File: src/rtl/uart_cmd_ctrl_if.sv
// Byte-stream input, register-write handshake and status signals of the UART command sequencer.
// The master modport belongs to whoever feeds bytes and acknowledges writes.
interface uart_cmd_ctrl_if;
  logic        i_Rx_DV;
  logic [7:0]  i_Rx_Byte;
  logic        o_Wr_En;
  logic [7:0]  o_Wr_Addr;
  logic [31:0] o_Wr_Data;
  logic        i_Wr_Ack;
  logic        o_Busy;
  logic        o_Csum_Err;
  logic        o_Timeout;
  logic        o_Overrun;
  logic [7:0]  o_Err_Count;

  modport master (
    output i_Rx_DV, i_Rx_Byte, i_Wr_Ack,
    input  o_Wr_En, o_Wr_Addr, o_Wr_Data, o_Busy,
    input  o_Csum_Err, o_Timeout, o_Overrun, o_Err_Count
  );

  modport slave (
    input  i_Rx_DV, i_Rx_Byte, i_Wr_Ack,
    output o_Wr_En, o_Wr_Addr, o_Wr_Data, o_Busy,
    output o_Csum_Err, o_Timeout, o_Overrun, o_Err_Count
  );
endinterface

File: src/rtl/uart_cmd_ctrl.sv
// Assembles SYNC/ADDR/D3..D0/CSUM frames from UART bytes and issues one register write per
// frame with a valid XOR checksum; reports checksum errors, inter-byte timeouts and overruns.
module uart_cmd_ctrl #(
  parameter logic [7:0]  SYNC_BYTE    = 8'hA5,
  parameter int unsigned TIMEOUT_CLKS = 2000000,
  parameter int unsigned TMO_W        = 24
) (
  input  logic           osc_clk,
  input  logic           i_Reset,
  uart_cmd_ctrl_if.slave bus
);

  typedef enum logic [2:0] {
    S_IDLE,
    S_ADDR,
    S_DATA,
    S_CSUM,
    S_WRITE
  } state_t;

  localparam logic [TMO_W-1:0] TMO_LAST = TMO_W'(TIMEOUT_CLKS - 1);
  localparam logic [TMO_W-1:0] TMO_ONE  = TMO_W'(1);

  state_t            state_q;
  logic [7:0]        addr_q;
  logic [7:0]        xor_q;
  logic [31:0]       data_q;
  logic [1:0]        idx_q;
  logic [TMO_W-1:0]  tmo_q;
  logic              wr_en_q;
  logic [7:0]        wr_addr_q;
  logic [31:0]       wr_data_q;
  logic              busy_q;
  logic              csum_err_q;
  logic              timeout_q;
  logic              overrun_q;
  logic [7:0]        err_cnt_q;

  logic              in_frame;
  logic              tmo_hit_d;
  logic              csum_err_d;
  logic              overrun_d;
  logic              err_d;

  // A byte in the terminal-count cycle always wins over the timeout.
  always_comb begin
    in_frame   = (state_q == S_ADDR) || (state_q == S_DATA) || (state_q == S_CSUM);
    tmo_hit_d  = in_frame && !bus.i_Rx_DV && (tmo_q == TMO_LAST);
    csum_err_d = (state_q == S_CSUM) && bus.i_Rx_DV && (bus.i_Rx_Byte != xor_q);
    overrun_d  = (state_q == S_WRITE) && bus.i_Rx_DV;
    err_d      = tmo_hit_d || csum_err_d || overrun_d;
  end

  always_ff @(posedge osc_clk or posedge i_Reset) begin
    if (i_Reset) begin
      state_q    <= S_IDLE;
      addr_q     <= '0;
      xor_q      <= '0;
      data_q     <= '0;
      idx_q      <= '0;
      tmo_q      <= '0;
      wr_en_q    <= 1'b0;
      wr_addr_q  <= '0;
      wr_data_q  <= '0;
      busy_q     <= 1'b0;
      csum_err_q <= 1'b0;
      timeout_q  <= 1'b0;
      overrun_q  <= 1'b0;
      err_cnt_q  <= '0;
    end else begin
      csum_err_q <= csum_err_d;
      timeout_q  <= tmo_hit_d;
      overrun_q  <= overrun_d;
      if (err_d && (err_cnt_q != 8'hFF)) begin
        err_cnt_q <= err_cnt_q + 8'd1;
      end

      case (state_q)
        S_IDLE: begin
          if (bus.i_Rx_DV && (bus.i_Rx_Byte == SYNC_BYTE)) begin
            state_q <= S_ADDR;
            busy_q  <= 1'b1;
            tmo_q   <= '0;
          end
        end

        // No resync: a SYNC value here is a legitimate address.
        S_ADDR: begin
          if (bus.i_Rx_DV) begin
            addr_q  <= bus.i_Rx_Byte;
            xor_q   <= bus.i_Rx_Byte;
            idx_q   <= '0;
            tmo_q   <= '0;
            state_q <= S_DATA;
          end else if (tmo_hit_d) begin
            state_q <= S_IDLE;
            busy_q  <= 1'b0;
          end else begin
            tmo_q <= tmo_q + TMO_ONE;
          end
        end

        S_DATA: begin
          if (bus.i_Rx_DV) begin
            data_q <= {data_q[23:0], bus.i_Rx_Byte};
            xor_q  <= xor_q ^ bus.i_Rx_Byte;
            idx_q  <= idx_q + 2'd1;
            tmo_q  <= '0;
            if (idx_q == 2'd3) begin
              state_q <= S_CSUM;
            end
          end else if (tmo_hit_d) begin
            state_q <= S_IDLE;
            busy_q  <= 1'b0;
          end else begin
            tmo_q <= tmo_q + TMO_ONE;
          end
        end

        S_CSUM: begin
          if (bus.i_Rx_DV) begin
            tmo_q <= '0;
            if (bus.i_Rx_Byte == xor_q) begin
              wr_addr_q <= addr_q;
              wr_data_q <= data_q;
              wr_en_q   <= 1'b1;
              state_q   <= S_WRITE;
            end else begin
              state_q <= S_IDLE;
              busy_q  <= 1'b0;
            end
          end else if (tmo_hit_d) begin
            state_q <= S_IDLE;
            busy_q  <= 1'b0;
          end else begin
            tmo_q <= tmo_q + TMO_ONE;
          end
        end

        // Bytes arriving here are counted as overruns above and otherwise dropped.
        S_WRITE: begin
          if (bus.i_Wr_Ack) begin
            wr_en_q <= 1'b0;
            state_q <= S_IDLE;
            busy_q  <= 1'b0;
          end
        end

        default: begin
          state_q <= S_IDLE;
          wr_en_q <= 1'b0;
          busy_q  <= 1'b0;
        end
      endcase
    end
  end

  assign bus.o_Wr_En     = wr_en_q;
  assign bus.o_Wr_Addr   = wr_addr_q;
  assign bus.o_Wr_Data   = wr_data_q;
  assign bus.o_Busy      = busy_q;
  assign bus.o_Csum_Err  = csum_err_q;
  assign bus.o_Timeout   = timeout_q;
  assign bus.o_Overrun   = overrun_q;
  assign bus.o_Err_Count = err_cnt_q;

endmodule

File: src/flat_wrapper.sv
// flat-port wrapper written by rule: the top's interface ports become plain ports
module uart_cmd_ctrl_flat 
#(
  parameter logic [7:0]  SYNC_BYTE    = 8'hA5,
  parameter int unsigned TIMEOUT_CLKS = 2000000,
  parameter int unsigned TMO_W        = 24
)
  (osc_clk, i_Reset, bus_i_Rx_DV, bus_i_Rx_Byte, bus_i_Wr_Ack, bus_o_Wr_En, bus_o_Wr_Addr, bus_o_Wr_Data, bus_o_Busy, bus_o_Csum_Err, bus_o_Timeout, bus_o_Overrun, bus_o_Err_Count);
  uart_cmd_ctrl_if bus_i ();
  input  logic osc_clk;
  input  logic i_Reset;
  input wire logic [$bits(bus_i.i_Rx_DV)-1:0] bus_i_Rx_DV;
  input wire logic [$bits(bus_i.i_Rx_Byte)-1:0] bus_i_Rx_Byte;
  input wire logic [$bits(bus_i.i_Wr_Ack)-1:0] bus_i_Wr_Ack;
  output wire logic [$bits(bus_i.o_Wr_En)-1:0] bus_o_Wr_En;
  output wire logic [$bits(bus_i.o_Wr_Addr)-1:0] bus_o_Wr_Addr;
  output wire logic [$bits(bus_i.o_Wr_Data)-1:0] bus_o_Wr_Data;
  output wire logic [$bits(bus_i.o_Busy)-1:0] bus_o_Busy;
  output wire logic [$bits(bus_i.o_Csum_Err)-1:0] bus_o_Csum_Err;
  output wire logic [$bits(bus_i.o_Timeout)-1:0] bus_o_Timeout;
  output wire logic [$bits(bus_i.o_Overrun)-1:0] bus_o_Overrun;
  output wire logic [$bits(bus_i.o_Err_Count)-1:0] bus_o_Err_Count;
  assign bus_i.i_Rx_DV = bus_i_Rx_DV;
  assign bus_i.i_Rx_Byte = bus_i_Rx_Byte;
  assign bus_i.i_Wr_Ack = bus_i_Wr_Ack;
  assign bus_o_Wr_En = bus_i.o_Wr_En;
  assign bus_o_Wr_Addr = bus_i.o_Wr_Addr;
  assign bus_o_Wr_Data = bus_i.o_Wr_Data;
  assign bus_o_Busy = bus_i.o_Busy;
  assign bus_o_Csum_Err = bus_i.o_Csum_Err;
  assign bus_o_Timeout = bus_i.o_Timeout;
  assign bus_o_Overrun = bus_i.o_Overrun;
  assign bus_o_Err_Count = bus_i.o_Err_Count;
  uart_cmd_ctrl #(.SYNC_BYTE(SYNC_BYTE), .TIMEOUT_CLKS(TIMEOUT_CLKS), .TMO_W(TMO_W)) u_core (.osc_clk(osc_clk), .i_Reset(i_Reset), .bus(bus_i));
endmodule
File: config.mk
export PLATFORM = sky130hd
export DESIGN_NAME = uart_cmd_ctrl_flat
export DESIGN_NICKNAME = d
export VERILOG_FILES = /design/src/rtl/uart_cmd_ctrl_if.sv /design/src/rtl/uart_cmd_ctrl.sv /design/src/flat_wrapper.sv
export SDC_FILE = /design/constraint.sdc
export NUM_CORES = 1
export LEC_CHECK = 0
export ABC_AREA = 1
export CORE_ASPECT_RATIO = 0.6
export CORE_MARGIN = 3
export CORE_UTILIZATION = 55
export DETAILED_ROUTE_END_ITERATION = 10
export GPL_TIMING_DRIVEN = 0
export PLACE_DENSITY = 0.83
export RECOVER_POWER = 100
export SLEW_MARGIN = 10
export SYNTH_ARGS = -nofsm -noshare
export SYNTH_HDL_FRONTEND = slang
export SYNTH_SLANG_ARGS = --single-unit
File: constraint.sdc
create_clock -name osc_clk -period 8.3 [get_ports osc_clk]
set_clock_uncertainty 0.2 [all_clocks]
set_input_delay 2.49 -clock osc_clk [delete_from_list [all_inputs] [get_ports osc_clk]]
set_output_delay 2.49 -clock osc_clk [all_outputs]
set_load 0.02 [all_outputs]
==> results.txt <==
violation count after the first detailed-route iteration - 662
slew at the pin closest to its max-slew limit - 2.40 ns
GR Layer Usage met1 - 0.431
clock-pin transition on the worst setup and hold timing paths - 0.06 ns
most frequent CP cell - sky130_fd_sc_hd__nand2_1
core box area - 10,700 µm²
number of violations of the max-capacitance limit - 1
antenna violations before repair - 0
global-route wire length before repair - 28.1 mm
library cell occupying the most area in the post-synthesis netlist - sky130_fd_sc_hd__dfrtp_1
worst setup margin - 3.41 ns
Mapped Avg Cell Area - 8.08 µm²
buffers added on ports - 63
violated checks - capacitance limit, slew limit
Setup violations, final - 0
M2 GR Usage - 0.411
Final Routed Wirelength - 17.2 mm
number of distinct library cell variants in the gate-level netlist after synthesis - 32
clock tree buffer depth - 2
hold_buf cts - 0
compound-cell area share of the yosys netlist - 0.108
clk_lat worst skew - 0.42 ns
Wirelength per Cell - 17.3 µm
TritonCTS Buffers - 17
RSZ-0062 raised after global routing - false
WP buf/inv - 3
initial core utilization - 0.575
area added between synthesis and finish - 21.9%
area share of the leading cell type in the synthesized netlist - 0.527
antenna violation net count after detailed routing - 0
Post-Place Setup Slack - 3.68 ns
Core Rows - 29
antenna diode instance count - 0
via count of the first global-routing pass - 5,403
required time of the worst setup path - 8.40 ns
Via-to-Cell Ratio - 5.67
Critical-path top delay cell - sky130_fd_sc_hd__clkbuf_1
number of H-tree branching levels - 4
placed insts - 967
root cell of the clock tree - sky130_fd_sc_hd__clkbuf_16
outcome - finished with violations
worst setup path class - input port to flip-flop
filler instances - 795
main area contributors after synthesis - sky130_fd_sc_hd__dfrtp_1, sky130_fd_sc_hd__nand2_1, sky130_fd_sc_hd__o21ai_0, sky130_fd_sc_hd__inv_1, sky130_fd_sc_hd__o21ai_1
chain of cells forming the critical path - clkbuf_1 > clkinvlp_2 > clkbuf_1 > nor3_1 > nor2_1 > nand2_1 > nand2_1 > nand2_1 > nand2_1
Synth Register Bits - 130
clock tree sinks - 130
Seq/Total Area, Yosys - 0.527
total number of nets in the final design - 862
half-perimeter wire length of the detailed placement result - 12.0 mm
count of placed standard cells in the final layout, fillers left out - 999
worst slew margin relative to its limit - -0.608
Final Hold Viols - 0
Cell Pwr Density - 285 nW/µm²
worst-path fanout max - 10
global-route met3 utilization - 0.0982
combinational family with the most area after synthesis - simple AND/OR/NAND/NOR gates
total global routing track utilization - 0.289
Die W - 143 µm
final number of max-transition violations - 50
number of top-level pins - 65
fraction of final layout cells sized beyond drive strength 1 - 0.0593
die area - 12,600 µm²
CP peak stage delay - 0.47 ns
critical path startpoint category - input port
Post-Route Hold Slack - 0.282 ns
Arrival @ worst endpoint - 4.99 ns
remaining routing DRC violations - 0
multiplexer share of the synthesized area - 0
time the final worst path needs with I/O delays and setup - 4.89 ns
Achievable Freq - 0.204 GHz
Adder-Cell Fraction of Synth Area - 0.00608
cells after synthesis - 764
Setup TNS Final - 0 ns
Placer Congestion - 0.946
number of nets in the synthesized netlist - 779
VDD IR-drop max - 0.193 mV
GRT Residual Overflow - 0
crit-path leading delay family - buffers and inverters
capturing element type of the critical path - flip-flop
pin count of the biggest net entering global routing - 82
GRT busiest layer - met1
Syn Std Cell Area - 6170 µm²
kind of path behind the tightest hold check - flip-flop to flip-flop
final period utilization - 0.590
area share of and/or/nand/nor cells after synthesis - 0.261
Synth Area in XOR/XNOR - 0.0255
yosys warns - 0
TritonCTS clock tree - yes
Leakage Power - 3.55 nW
number of setup buffers added after CTS - 0
DR vias - 5,667
DR pass1 iterations - 5
Gates resized, CTS repair - 0
chip height - 88.1 µm
total power after layout - 2.15 mW
==> per-stage QoR <==
step / area, µm² / util
6_report: 7520 / 0.701
5_1_grt: 7520 / 0.701
4_1_cts: 7630 / 0.710
3_5_place_dp: 7010 / 0.653
3_3_place_gp: 6980 / 0.650
2_1_floorplan: 6170 / -
==> final timing paths <==
kind | cells past startpoint | slack (ns) | end | start
worst max register to register | 10 | 5.38 | u_core.tmo_q[1] | u_core.tmo_q[0]
max in group asynchronous | 3 | 3.78 | u_core.data_q[4] | i_Reset
worst min-delay path | 2 | 0.28 | u_core.bus.o_Wr_Addr[6] | u_core.bus.o_Wr_Addr[6]
min in group asynchronous | 2 | 2.98 | u_core.bus.o_Err_Count[4] | i_Reset
worst min register to register | 2 | 0.28 | u_core.bus.o_Wr_Addr[6] | u_core.bus.o_Wr_Addr[6]
worst max-delay path | 9 | 3.41 | u_core.bus.o_Err_Count[2] | bus_i_Rx_DV
==> worst reg2reg max path, delay by kind of cell, from the launching register on <==
kind            cells  cell delay, ns
buf+inv             1            0.46
compound gates      1            0.11
flops               1            0.49
fa+ha+maj           1            0.35
simple gates        7            1.21
==> cell type report <==
class                           instances  area (µm²)  area share
Buffer                                 25         103      0.0136
Clock buffer                           17         425      0.0565
Clock inverter                         15         194      0.0258
Inverter                               82         310      0.0412
Multi-Input combinational cell        527        2410       0.320
Sequential cell                       130        3250       0.432
Tap cell                              139         174      0.0231
Timing Repair Buffer                   64         658      0.0875
==> routing by layer <==
metal	vias up	routed length [µm]
met5	-	0
met4	0	142
met3	21	1940
met2	312	7330
met1	2712	7840
li1	2622	-
==> placed cells by master (no fill, tap or decap), types with 2 or more instances in the layout <==
cell type,n
sky130_fd_sc_hd__o21ai_2,2
sky130_fd_sc_hd__nand3_1,37
sky130_fd_sc_hd__xor2_1,9
sky130_fd_sc_hd__o21ai_1,9
sky130_fd_sc_hd__inv_1,78
sky130_fd_sc_hd__clkbuf_1,18
sky130_fd_sc_hd__bufinv_16,3
sky130_fd_sc_hd__nand4_1,17
sky130_fd_sc_hd__nand3b_1,3
sky130_fd_sc_hd__inv_8,2
sky130_fd_sc_hd__inv_6,6
sky130_fd_sc_hd__buf_2,7
sky130_fd_sc_hd__inv_2,2
sky130_fd_sc_hd__nor2_1,70
sky130_fd_sc_hd__nand2_1,237
sky130_fd_sc_hd__clkbuf_16,17
sky130_fd_sc_hd__ha_1,3
sky130_fd_sc_hd__nor2_2,3
sky130_fd_sc_hd__clkinvlp_2,2
sky130_fd_sc_hd__clkdlybuf4s50_1,8
sky130_fd_sc_hd__dfrtp_1,130
sky130_fd_sc_hd__dlygate4sd3_1,55
sky130_fd_sc_hd__xnor2_1,9
sky130_fd_sc_hd__o211ai_1,2
sky130_fd_sc_hd__nor3_1,7
sky130_fd_sc_hd__o21ai_0,112
sky130_fd_sc_hd__clkinvlp_4,2
==> Yosys cell counts (all sizes together) <==
cell type / instances
nand2: 237
dfrtp: 130
o21ai: 123
inv: 82
nor2: 73
nand3: 38
buf: 22
nand4: 17
xnor2: 9
xor2: 9
nor3: 7
clkbuf: 3
ha: 3
nand3b: 3
o211ai: 2
a21boi: 1
a22o: 1
nor4: 1
o21a: 1
o21bai: 1
or2: 1
==> cells by family (layout without fill, tap and decap cells) <==
family                   count (synthesis)  count (layout)
AND/OR/NAND/NOR                        377             377
adder cells (fa/ha/maj)                  3               3
AO/OA/AOI/OAI                          129             129
buffers and inverters                  107             203
flip-flops                             130             130
XOR/XNOR                                18              18
==> report_power, final <==
| part | internal, mW | switching, mW | total [mW] |
|---|---|---|---|
| Combinational | 0.149 | 0.349 | 0.498 |
| Clock | 0.482 | 0.309 | 0.791 |
| Sequential | 0.770 | 0.0866 | 0.856 |
| Total | 1.40 | 0.745 | 2.15 |
==> state kept, by name, indices dropped and copies added (netlist names), 2 cells and up <==
| signal | cells |
|---|---|
| u_core.tmo_q | 24 |
| u_core.addr_q | 8 |
| u_core.state_q | 3 |
| u_core.bus.o_Wr_Addr | 8 |
| u_core.xor_q | 8 |
| u_core.bus.o_Wr_Data | 32 |
| u_core.idx_q | 2 |
| u_core.bus.o_Err_Count | 8 |
| u_core.data_q | 32 |
Note: power is estimated with default switching activity, not from simulation.
